## config.mk

```make
export PLATFORM = sky130hd
export DESIGN_NAME = fifo_sync_thresh
export DESIGN_NICKNAME = d
export VERILOG_FILES = /design/src/rtl/fifo_sync_thresh.sv
export SDC_FILE = /design/constraint.sdc
export NUM_CORES = 1
export LEC_CHECK = 0
export BUFFER_PORTS_ARGS = -buffer_cell sky130_fd_sc_hd__buf_4
export CORE_ASPECT_RATIO = 0.5
export CORE_MARGIN = 3
export CORE_UTILIZATION = 45
export DETAILED_ROUTE_END_ITERATION = 10
export HOLD_SLACK_MARGIN = 0.05
export PLACE_DENSITY = 0.69
export SLEW_MARGIN = 20
export SYNTH_ARGS = -nofsm -noshare
export SYNTH_HDL_FRONTEND = slang
export SYNTH_SLANG_ARGS = --single-unit
```

## constraint.sdc

```tcl
create_clock -name clk -period 7 [get_ports clk]
set_input_delay 0.7 -clock clk [delete_from_list [all_inputs] [get_ports clk]]
set_output_delay 0.7 -clock clk [all_outputs]
set_load 0.005 [all_outputs]
```

## src/rtl/fifo_sync_thresh.sv

```systemverilog
// fifo_sync_thresh
//   Single-clock FIFO for sensor data paths. Tracks occupancy and raises
//   almost-full/almost-empty at programmable thresholds. Overflow and
//   underflow flags are sticky. The read side is either a registered read
//   or first-word-fall-through, chosen by FWFT.
// Ports
//   clk, rst           clock (rising edge), asynchronous active-high reset
//   wr_en, din         write request and data
//   rd_en              read request (FWFT: pop the head word)
//   dout, valid        read data and its qualifier
//   full, empty        occupancy at DEPTH / at zero
//   almost_full        count >= AFULL_TH
//   almost_empty       count <= AEMPTY_TH
//   count              occupancy, 0..DEPTH
//   overflow           sticky: write attempted while full
//   underflow          sticky: read attempted while empty
//   clr_err            synchronous clear of overflow/underflow
module fifo_sync_thresh #(
    parameter int DATA_WIDTH = 32,
    parameter int ADDR_WIDTH = 4,
    parameter int FWFT       = 0,
    parameter int AFULL_TH   = 12,
    parameter int AEMPTY_TH  = 2
) (
    input  logic                  clk,
    input  logic                  rst,
    input  logic                  wr_en,
    input  logic [DATA_WIDTH-1:0] din,
    input  logic                  rd_en,
    output logic [DATA_WIDTH-1:0] dout,
    output logic                  valid,
    output logic                  full,
    output logic                  empty,
    output logic                  almost_full,
    output logic                  almost_empty,
    output logic [ADDR_WIDTH:0]   count,
    output logic                  overflow,
    output logic                  underflow,
    input  logic                  clr_err
);

    localparam int DEPTH = 2 ** ADDR_WIDTH;
    localparam logic [ADDR_WIDTH:0] DEPTH_C  = (ADDR_WIDTH + 1)'(DEPTH);
    localparam logic [ADDR_WIDTH:0] AFULL_C  = (ADDR_WIDTH + 1)'(AFULL_TH);
    localparam logic [ADDR_WIDTH:0] AEMPTY_C = (ADDR_WIDTH + 1)'(AEMPTY_TH);

    initial begin
        if (AFULL_TH < 1 || AFULL_TH > DEPTH)
            $error("fifo_sync_thresh: AFULL_TH=%0d outside 1..%0d", AFULL_TH, DEPTH);
        if (AEMPTY_TH < 0 || AEMPTY_TH > DEPTH - 1)
            $error("fifo_sync_thresh: AEMPTY_TH=%0d outside 0..%0d", AEMPTY_TH, DEPTH - 1);
    end

    logic [DATA_WIDTH-1:0] mem [DEPTH];
    logic [ADDR_WIDTH-1:0] wr_ptr;
    logic [ADDR_WIDTH-1:0] rd_ptr;
    logic [ADDR_WIDTH:0]   count_nxt;
    logic                  wr_ok;
    logic                  rd_ok;

    // Gating uses the registered flags, so a read never frees a slot for a
    // same-cycle write into a full FIFO.
    assign wr_ok = wr_en && !full;
    assign rd_ok = rd_en && !empty;

    always_comb begin
        count_nxt = count;
        case ({wr_ok, rd_ok})
            2'b10:   count_nxt = count + 1'b1;
            2'b01:   count_nxt = count - 1'b1;
            default: count_nxt = count;
        endcase
    end

    // Storage is intentionally not reset.
    always_ff @(posedge clk) begin
        if (wr_ok)
            mem[wr_ptr] <= din;
    end

    always_ff @(posedge clk or posedge rst) begin
        if (rst) begin
            wr_ptr       <= '0;
            rd_ptr       <= '0;
            count        <= '0;
            full         <= 1'b0;
            empty        <= 1'b1;
            almost_full  <= 1'b0;
            almost_empty <= 1'b1;
        end else begin
            if (wr_ok)
                wr_ptr <= wr_ptr + 1'b1;
            if (rd_ok)
                rd_ptr <= rd_ptr + 1'b1;
            count        <= count_nxt;
            full         <= (count_nxt == DEPTH_C);
            empty        <= (count_nxt == '0);
            almost_full  <= (count_nxt >= AFULL_C);
            almost_empty <= (count_nxt <= AEMPTY_C);
        end
    end

    // A new error event takes priority over a same-cycle clear.
    always_ff @(posedge clk or posedge rst) begin
        if (rst) begin
            overflow  <= 1'b0;
            underflow <= 1'b0;
        end else begin
            if (wr_en && full)
                overflow <= 1'b1;
            else if (clr_err)
                overflow <= 1'b0;
            if (rd_en && empty)
                underflow <= 1'b1;
            else if (clr_err)
                underflow <= 1'b0;
        end
    end

    generate
        if (FWFT != 0) begin : g_fwft
            // Head word is presented combinationally; forced to zero while
            // empty so uninitialised storage never reaches the output.
            assign valid = !empty;
            assign dout  = empty ? '0 : mem[rd_ptr];
        end else begin : g_std
            logic [DATA_WIDTH-1:0] dout_q;
            logic                  valid_q;

            always_ff @(posedge clk or posedge rst) begin
                if (rst) begin
                    dout_q  <= '0;
                    valid_q <= 1'b0;
                end else begin
                    valid_q <= rd_ok;
                    if (rd_ok)
                        dout_q <= mem[rd_ptr];
                end
            end

            assign valid = valid_q;
            assign dout  = dout_q;
        end
    endgenerate

endmodule

```

==> flow_summary_export.csv <==
group,metric,value,unit
run_status,outcome,"completed",
final_layout,drive_above_1_share,19.0,%
sta,rsz0062_at_grt,"no",
power_and_ir_drop,power_density,405,nW/um^2
place,hpwlAfterDp,25100,um
hold_path,min_path_type,"in -> reg",
routing,totalWireLength,47800,um
routing,initialDrtViolationCount,1132,
sta,slew_headroom,26.7,%
yosys,synth_flop_cell,"edfxtp_1",
yosys,netlist_top_cells_count,"512 x edfxtp_1, 189 x mux2i_1, 71 x nand2_1",
routing,wire_per_inst,24.1,um
final_layout,fillers,3679,
yosys,synth.distinct_cells,49,
yosys,synth_top_cell_area_share,70.7,%
yosys,synth-seq-area-share,76.7,%
final_layout,finish.utilization,52.7,%
power_and_ir_drop,ir_worst_vdd,362,uV
sta,fin_ws,3.56,ns
sta,finalSetupTns,0,ns
clock_tree,cts_buffers,51,
routing,vias_per_cell,5.70,
clock_tree,cts.clk_slew.worst_paths,0.06,ns
yosys,syn_inst,1218,
sta,setup_viol,0,
sta,finalHoldViolCount,0,
sta,maxSlewViolCount,0,
sta,fin_crit_sh,49.1,%
place,dp_cells,1891,
flow_run,max_cap_viol_count,0,
global_routing,grt_max_degree,69,
yosys,avgSynthCellArea,17.9,um^2
final_layout,insertedDiodeCount,0,
routing,num_vias,11300,
place,place_congestion,0.753,
global_routing,grt_pass1_wl,71900,um
place,place.port_buffers,80,
final_layout,layout.nets,1351,
floorplan,initial_core_util,46.0,%
yosys,ys_seq_elements,564,
clock_tree,post-cts-setup-buffers,0,
setup_path,arrival,3.88,ns
floorplan,core-area,47300,um^2
clock_tree,insertion_delay,0.57,ns
global_routing,track_usage,18.7,%
place,post-place-ws,3.19,ns
yosys,synth_nets,1263,
global_routing,grt_pass1_vias,11400,
global_routing,grt-ovfl-total,0,
setup_path,criticalPathCategory,"reg -> reg",
setup_path,path_max_fanout,12,
sta,skew,0.0122,ns
routing,drc_errors,0,
yosys,synthArstFlopShare,9.22,%
sta,finalCriticalPeriod,3.44,ns
sta,worst_pin_slew,1.10,ns
setup_path,end_kind,"register",
final_layout,area_delta_synth_final,14.6,%
clock_tree,cts_sinks,564,
setup_path,startpoint_type,"register",
floorplan,die_y,161,um
yosys,synth_most_common_cell,"edfxtp_1",
routing,first_pass_iters,5,
floorplan,num_io_pins,81,
final_layout,layout.cells.non_filler,1984,
floorplan,row_count,56,
setup_path,crit_required,7.45,ns
clock_tree,cts.path.max_buffers,3,
power_and_ir_drop,p_leak,8.56,nW
clock_tree,htree_levels,2,
sta,timing.fmax,0.291,GHz
floorplan,die_w,317,um
routing,postRouteAntennaNets,0,
global_routing,antenna_found_initial,0,
floorplan,die_area,51200,um^2
power_and_ir_drop,p_total,10.1,mW
clock_tree,holdBufCountCts,0,
yosys,yosys.area.top_type,"edfxtp_1",
yosys,synth-edff-count,512,
clock_tree,cts_tree,"built",
yosys,syn_area,21800,um^2
yosys,yosysWarnings,0,
yosys,synth.area.top_cells,"edfxtp_1 71%, mux2i_1 8.7%, dfrtp_1 5.8%",
clock_tree,post_cts_resized,0,
clock_tree,root_buffer,"clkbuf_16",
[through the flow]
step	cell area (um^2)	hold slack, ns
5_1_grt	24900	0.332
6_report	24900	0.335
4_1_cts	24900	0.315
2_1_floorplan	21800	0.473
3_3_place_gp	23200	0.482
3_5_place_dp	23200	0.476
[critical path, stage by stage (launching register included)]
cell and delay (ns):
dfrtp_1 0.40, nor2b_1 0.56, inv_1 0.15, ha_1 0.37
xor2_1 0.22, ha_1 0.25, a21oi_1 0.09, or3_1 0.37
a311oi_2 0.37, xor2_2 0.16, a2111oi_1 0.39
[worst paths after layout]
check	from	end	slack, ns	depth (start not counted)
max reg2reg	full	almost_empty	3.56	10
max	full	almost_empty	3.56	10
max in group asynchronous	rst	rd_ptr[0]	5.91	3
min reg2reg	dout[17]	dout[17]	0.49	2
min	clr_err	underflow	0.33	2
min in group asynchronous	rst	valid	0.43	3
[layout by cell type (no fill, tap or decap), types with 2 or more instances in the layout]
| cell | synthesis | layout |
|---|---|---|
| a22o_1 | 10 | 10 |
| dfrtp_4 | 0 | 2 |
| a21oi_2 | 2 | 2 |
| nand3_1 | 15 | 15 |
| clkbuf_16 | 0 | 53 |
| nand2b_1 | 6 | 5 |
| nand2_1 | 71 | 71 |
| inv_2 | 1 | 2 |
| edfxtp_1 | 512 | 512 |
| clkbuf_8 | 0 | 9 |
| bufinv_16 | 0 | 7 |
| clkinv_1 | 0 | 2 |
| clkinv_2 | 0 | 7 |
| nor2_4 | 0 | 12 |
| o31ai_1 | 17 | 17 |
| xnor2_1 | 8 | 8 |
| a21oi_1 | 28 | 28 |
| nand4_1 | 12 | 12 |
| nor2_1 | 31 | 18 |
| o21ai_0 | 47 | 47 |
| or3_1 | 2 | 2 |
| clkbuf_1 | 30 | 13 |
| xor2_2 | 2 | 2 |
| nor2b_1 | 4 | 2 |
| mux2i_1 | 189 | 189 |
| a32oi_1 | 10 | 10 |
| dfstp_2 | 2 | 2 |
| buf_4 | 1 | 108 |
| mux4_2 | 34 | 34 |
| dfrtp_1 | 50 | 48 |
| nor3_2 | 0 | 4 |
| ha_1 | 8 | 8 |
| a22oi_1 | 20 | 20 |
| inv_1 | 7 | 6 |
| o22ai_1 | 34 | 34 |
[cell families (layout without fill, tap and decap cells)]
family	after synthesis	count (layout)	share of synthesized area (%)
DFF	564	564	76.7
AOI/OAI and AO/OA	175	175	5.16
xor gates and xnor gates	11	11	0.512
and+or+nand+nor	155	155	3.24
buffers and inverters	81	209	1.69
adders and majority gates	8	8	0.460
muxes	224	224	12.3
[registers in the layout (all words and copies together), names as in the netlist, 4 cells and up]
name,flops
rd_ptr,4
wr_ptr,4
count,5
mem,512
dout,32
[metal layers]
metal  vias to the layer above  track usage (%)  part of all wire [%]
met5                         -                0                     0
met4                         0             4.26                   1.6
met3                        67             2.81                   6.3
met2                       394             31.1                    49
met1                      5880             26.4                    43
li1                       4966                -                     -
[where the power goes]
group          switching [mW]  total (mW)  leakage (nW)  internal [mW]
Combinational            1.51        2.63          2.44           1.12
Sequential              0.406        4.56          5.25           4.15
Clock                    1.18        2.92         0.867           1.74
[final cells by class]
class | count | area (um^2) | area share, %
inverter | 8 | 30.0 | 0.120
multi-input combinational | 573 | 4830 | 19.4
sequential | 564 | 16700 | 66.9
clock inverter | 18 | 269 | 1.08
clock buffer | 75 | 1500 | 6.01
tap | 638 | 798 | 3.20
timing repair buffer | 108 | 811 | 3.25
Power figures use the tool's default switching activity.
